## src/rtl/simple_router_buf.sv

```systemverilog
// Buffered 1-to-NUM_PORTS router: one word/cycle in, steered by addr into per-port FIFOs; 1-cycle latency; out-of-range words are dropped and counted.
// Optional SIMPLE_ROUTER_BUF_ZERO_IDLE_EN forces each dout lane to zero while its dout_valid is low.
module simple_router_buf #(
    parameter int DATA_WIDTH = 32,
    parameter int NUM_PORTS  = 4,
    parameter int DEPTH      = 4,
    parameter int CNT_WIDTH  = 8,
    localparam int ADDR_WIDTH = $clog2(NUM_PORTS)
) (
    input  logic                            clk,
    input  logic                            reset,
    input  logic [DATA_WIDTH-1:0]           din,
    input  logic                            din_valid,
    input  logic [ADDR_WIDTH-1:0]           addr,
    output logic                            din_ready,
    output logic [NUM_PORTS*DATA_WIDTH-1:0] dout,
    output logic [NUM_PORTS-1:0]            dout_valid,
    input  logic [NUM_PORTS-1:0]            dout_ready,
    output logic [CNT_WIDTH-1:0]            drop_cnt
);

    localparam int PW = $clog2(DEPTH);
    localparam logic [PW:0] FULL_CNT = (PW+1)'(DEPTH);

    logic                 in_range;
    logic [NUM_PORTS-1:0] full;
    logic [NUM_PORTS-1:0] empty;

    assign in_range = 32'(addr) < $unsigned(NUM_PORTS);

    // Ready looks only at the registered full flag, so a full port never accepts in the cycle it pops.
    always_comb begin
        din_ready = 1'b0;
        if (!reset) begin
            din_ready = in_range ? !full[addr] : 1'b1;
        end
    end

    for (genvar p = 0; p < NUM_PORTS; p++) begin : g_port
        logic [DATA_WIDTH-1:0] mem [DEPTH];
        logic [PW-1:0]         wr_ptr;
        logic [PW-1:0]         rd_ptr;
        logic [PW:0]           cnt;
        logic                  push;
        logic                  pop;
        logic [DATA_WIDTH-1:0] head;

        assign push     = din_valid && din_ready && in_range && (addr == ADDR_WIDTH'(p));
        assign pop      = !empty[p] && dout_ready[p];
        assign full[p]  = (cnt == FULL_CNT);
        assign empty[p] = (cnt == '0);
        assign head     = mem[rd_ptr];

        always_ff @(posedge clk or posedge reset) begin
            if (reset) begin
                wr_ptr <= '0;
                rd_ptr <= '0;
                cnt    <= '0;
                for (int i = 0; i < DEPTH; i++) begin
                    mem[i] <= '0;
                end
            end else begin
                if (push) begin
                    mem[wr_ptr] <= din;
                    wr_ptr      <= wr_ptr + 1'b1;
                end
                if (pop) begin
                    rd_ptr <= rd_ptr + 1'b1;
                end
                if (push && !pop) begin
                    cnt <= cnt + 1'b1;
                end else if (pop && !push) begin
                    cnt <= cnt - 1'b1;
                end
            end
        end

        assign dout_valid[p] = !empty[p];
`ifdef SIMPLE_ROUTER_BUF_ZERO_IDLE_EN
        assign dout[p*DATA_WIDTH +: DATA_WIDTH] = empty[p] ? '0 : head;
`else
        assign dout[p*DATA_WIDTH +: DATA_WIDTH] = head;
`endif
    end

    always_ff @(posedge clk or posedge reset) begin
        if (reset) begin
            drop_cnt <= '0;
        end else if (din_valid && din_ready && !in_range && (drop_cnt != '1)) begin
            drop_cnt <= drop_cnt + 1'b1;
        end
    end

endmodule

```

## config.mk

```make
export PLATFORM = sky130hd
export DESIGN_NAME = simple_router_buf
export DESIGN_NICKNAME = d
export VERILOG_FILES = /design/src/rtl/simple_router_buf.sv
export SDC_FILE = /design/constraint.sdc
export NUM_CORES = 1
export LEC_CHECK = 0
export ABC_AREA = 1
export BUFFER_PORTS_ARGS = -buffer_cell sky130_fd_sc_hd__buf_2
export CORE_ASPECT_RATIO = 1.1
export CORE_MARGIN = 8
export CORE_UTILIZATION = 55
export CTS_BUF_LIST = sky130_fd_sc_hd__clkbuf_4 sky130_fd_sc_hd__clkbuf_8
export DETAILED_ROUTE_END_ITERATION = 8
export GPL_ROUTABILITY_DRIVEN = 0
export PLACE_DENSITY_LB_ADDON = 0.2
export SETUP_SLACK_MARGIN = 0.4
export SYNTH_ARGS = -nofsm -noshare
export SYNTH_HDL_FRONTEND = slang
export SYNTH_SLANG_ARGS = --single-unit
```

## constraint.sdc

```tcl
create_clock -name clk -period 44.8 [get_ports clk]
set_clock_uncertainty 0.2 [all_clocks]
set_input_delay 8.96 -clock clk [delete_from_list [all_inputs] [get_ports clk]]
set_output_delay 8.96 -clock clk [all_outputs]
set_load 0.01 [all_outputs]
```

==> flow_metrics.tcl <==
set metrics [dict create \
    power.density_cell_area_nw_per_um2 76.4 \
    design.die.area_um2 55000 \
    totalWireLength_um 87800 \
    grt_use_total 0.314 \
    synthMostInstantiatedCell "sky130_fd_sc_hd__nand2_1" \
    hold_buffers 0 \
    finalHoldViolCount 0 \
    drt_pass1_iterations 6 \
    clock_insertion_delay_worst_skew_ns 0.69 \
    final.min_clock_period_ns 20.18 \
    number_of_synthesized_flops_with_an_enable_pin 0 \
    power.leakage_nw 14.9 \
    die_h_um 245 \
    via_count_of_the_first_global_routing_pass 24200 \
    final_nets 3271 \
    area_growth_pct 9.63 \
    drc_errors 0 \
    worst_vdd_drop_uv 43.2 \
    setup_repair_after_global_routing_missed_its_margin "false" \
    numClockSinks 540 \
    yosys.area.top_type "sky130_fd_sc_hd__dfrtp_1" \
    starting_utilization_of_the_core_area 0.552 \
    cts_inserted_buffers 88 \
    timing.fmax_mhz 49.6 \
    post-cts-setup-buffer-count 0 \
    route.vias.total 24700 \
    drt-vias-per-instance 6.30 \
    synthDistinctLibCells 24 \
    yosys-top-cells-count "1061 x sky130_fd_sc_hd__nand2_1, 540 x sky130_fd_sc_hd__dfrtp_1, 528 x sky130_fd_sc_hd__nand4_1" \
    largest_net_degree_at_the_start_of_global_routing 265 \
    setup_slack_ns 24.62 \
    detailedPlacementHpwl_um 46700 \
    drv.max_cap_violation_count 0 \
    cts.path.max_buffers 3 \
    data_required_time_at_the_worst_endpoint_ns 35.64 \
    post_route_cells_drive_above_1_share 0.123 \
    result_of_the_run "completed" \
    post_cts.resized_instances 0 \
    num_rows 84 \
    worst_pin_slew_ns 1.33 \
    hold_class "reg2reg" \
    coreArea_um2 47500 \
    syn_avg_cell_area_um2 8.04 \
    port_buffer_count 173 \
    grt_first_pass_wirelength_um 138000 \
    remaining_overflow_grt 0 \
    setup-tns-final_ns 0 \
    final_design_area_no_fill_um2 28800 \
    worst_path_class_setup "in2out" \
    cts.clk_slew.worst_paths_ns 0.06 \
    tritoncts "yes" \
    cts_h_tree_depth 3 \
    startpoint_type "input pin" \
    synth.top_cell.area_share 0.515 \
    synthCells 3264 \
    root_buffer "sky130_fd_sc_hd__clkbuf_8" \
    power_total_mw 2.20 \
    synthTopCellsByArea "sky130_fd_sc_hd__dfrtp_1 51%, sky130_fd_sc_hd__nand2_1 15%, sky130_fd_sc_hd__nand4_1 13%, sky130_fd_sc_hd__o21ai_0 4.9%, sky130_fd_sc_hd__nor2_1 3.9%" \
    drt-wirelength-per-cell_um 22.4 \
    synthesis.area_um2 26200 \
    cp_data_arrival_time_ns 11.02 \
    drt_iter0_drc 3231 \
    post_route_antenna_net_violation_count 0 \
    ys_async_sr_fraction 1.00 \
    worst_setup_path_end_kind "output pin" \
    dp_worst_setup_slack_ns 24.65 \
    chipWidth_um 224 \
    ys_seq_elements 540 \
    path_max_fanout 66 \
    timing_max_transition_violations_final 0 \
    fillerInstances 4228 \
    slew_headroom 0.111 \
    ys_seq_area_frac 0.515 \
    antenna_violations_before_repair 3 \
    io_pins 182 \
    timing.final.setup_violations 0 \
    place_area_um2 26800 \
    synthesis.yosys.warnings 0 \
    post_route_fraction_of_the_period_consumed_by_the_critical_path 0.450 \
    yosys_most_used_dff "sky130_fd_sc_hd__dfrtp_1" \
]
-- placed cells by master, fill, tap and decap left out, drive strengths merged --
cell         n
clkbuf     140
xnor2        4
nand4      528
o22ai      128
a21oi        6
conb         8
xor2         8
clkinv      15
o21ai      258
nand2     1061
dfrtp      540
clkinvlp     2
diode        3
nor2       277
ha          20
mux2         4
nor3         1
inv         30
bufinv       3
nand3       11
fa           4
buf        226
-- metrics by stage --
step | util | hold WS (ns) | instances
final | 0.606 | 0.274 | 3922
after global routing | 0.606 | 0.291 | 3922
after CTS | 0.605 | 0.277 | 3919
after detailed placement | 0.565 | 0.261 | 3761
after global placement | 0.565 | 0.257 | 3761
after floorplan | - | 0.244 | 3271
-- worst max-delay path: stages --
cell and delay, ns:
sky130_fd_sc_hd__buf_2 0.15, sky130_fd_sc_hd__nand2_1 0.11, sky130_fd_sc_hd__clkinv_2 0.69, sky130_fd_sc_hd__nand3_1 0.29, sky130_fd_sc_hd__nand2_1 0.14, sky130_fd_sc_hd__nor2_4 0.39
sky130_fd_sc_hd__buf_2 0.27
-- power breakdown --
group	internal, mW	total (mW)	switching [mW]
clock network	0.268	0.472	0.204
logic	0.290	0.907	0.617
registers	0.705	0.820	0.115
-- metal layers --
layer / routed length, µm / track usage
met3: 8790 / 0.0635
met5: 0 / 0
met2: 40900 / 0.497
met1: 33800 / 0.406
met4: 4310 / 0.169
-- final timing paths --
| path | slack, ns | endpoint | from | cells after the start |
|---|---|---|---|---|
| setup / recovery | 24.62 | din_ready | addr[1] | 7 |
| hold / removal | 0.27 | g_port[0].mem[34]$_DFFE_PP0P_ | g_port[0].mem[34]$_DFFE_PP0P_ | 2 |
| setup reg to reg | 41.09 | g_port[0].cnt[2]$_DFFE_PP0P_ | g_port[0].cnt[0]$_DFFE_PP0P_ | 13 |
| hold reg to reg | 0.27 | g_port[0].mem[34]$_DFFE_PP0P_ | g_port[0].mem[34]$_DFFE_PP0P_ | 2 |
| max in group asynchronous | 33.01 | g_port[0].mem[106]$_DFFE_PP0P_ | reset | 5 |
| min in group asynchronous | 8.19 | g_port[2].mem[24]$_DFFE_PP0P_ | reset | 2 |
-- logic make-up (layout without fill, tap and decap cells) --
family          after synthesis  after routing  share of synthesized area
xor+xnor                     12             12                    0.00400
mux                           4              4                    0.00172
compound gates              392            392                     0.0809
simple gates               1878           1878                      0.320
other cells                   1             11                   0.000143
fa+ha+maj                    24             24                     0.0126
buf+inv                     413            416                     0.0654
flops                       540            540                      0.515
-- registers in the layout, summed over array words and instances (netlist names) --
name           count
g_port.mem       512
g_port.rd_ptr      8
g_port.cnt        12
g_port.wr_ptr      8
-- final cells by class --
| class | count | area (µm²) | share of cell area |
|---|---|---|---|
| flip-flops and latches | 540 | 13500 | 0.470 |
| multi-input cells | 2318 | 11100 | 0.385 |
| clock buffers | 140 | 1780 | 0.0618 |
| repair buffers | 226 | 1300 | 0.0452 |
| well taps | 645 | 807 | 0.0280 |
| clock inverters | 18 | 170 | 0.00591 |
| inverters | 32 | 129 | 0.00448 |
| diodes | 3 | 7.51 | 0.000261 |
(Power assumes the default switching activity.)
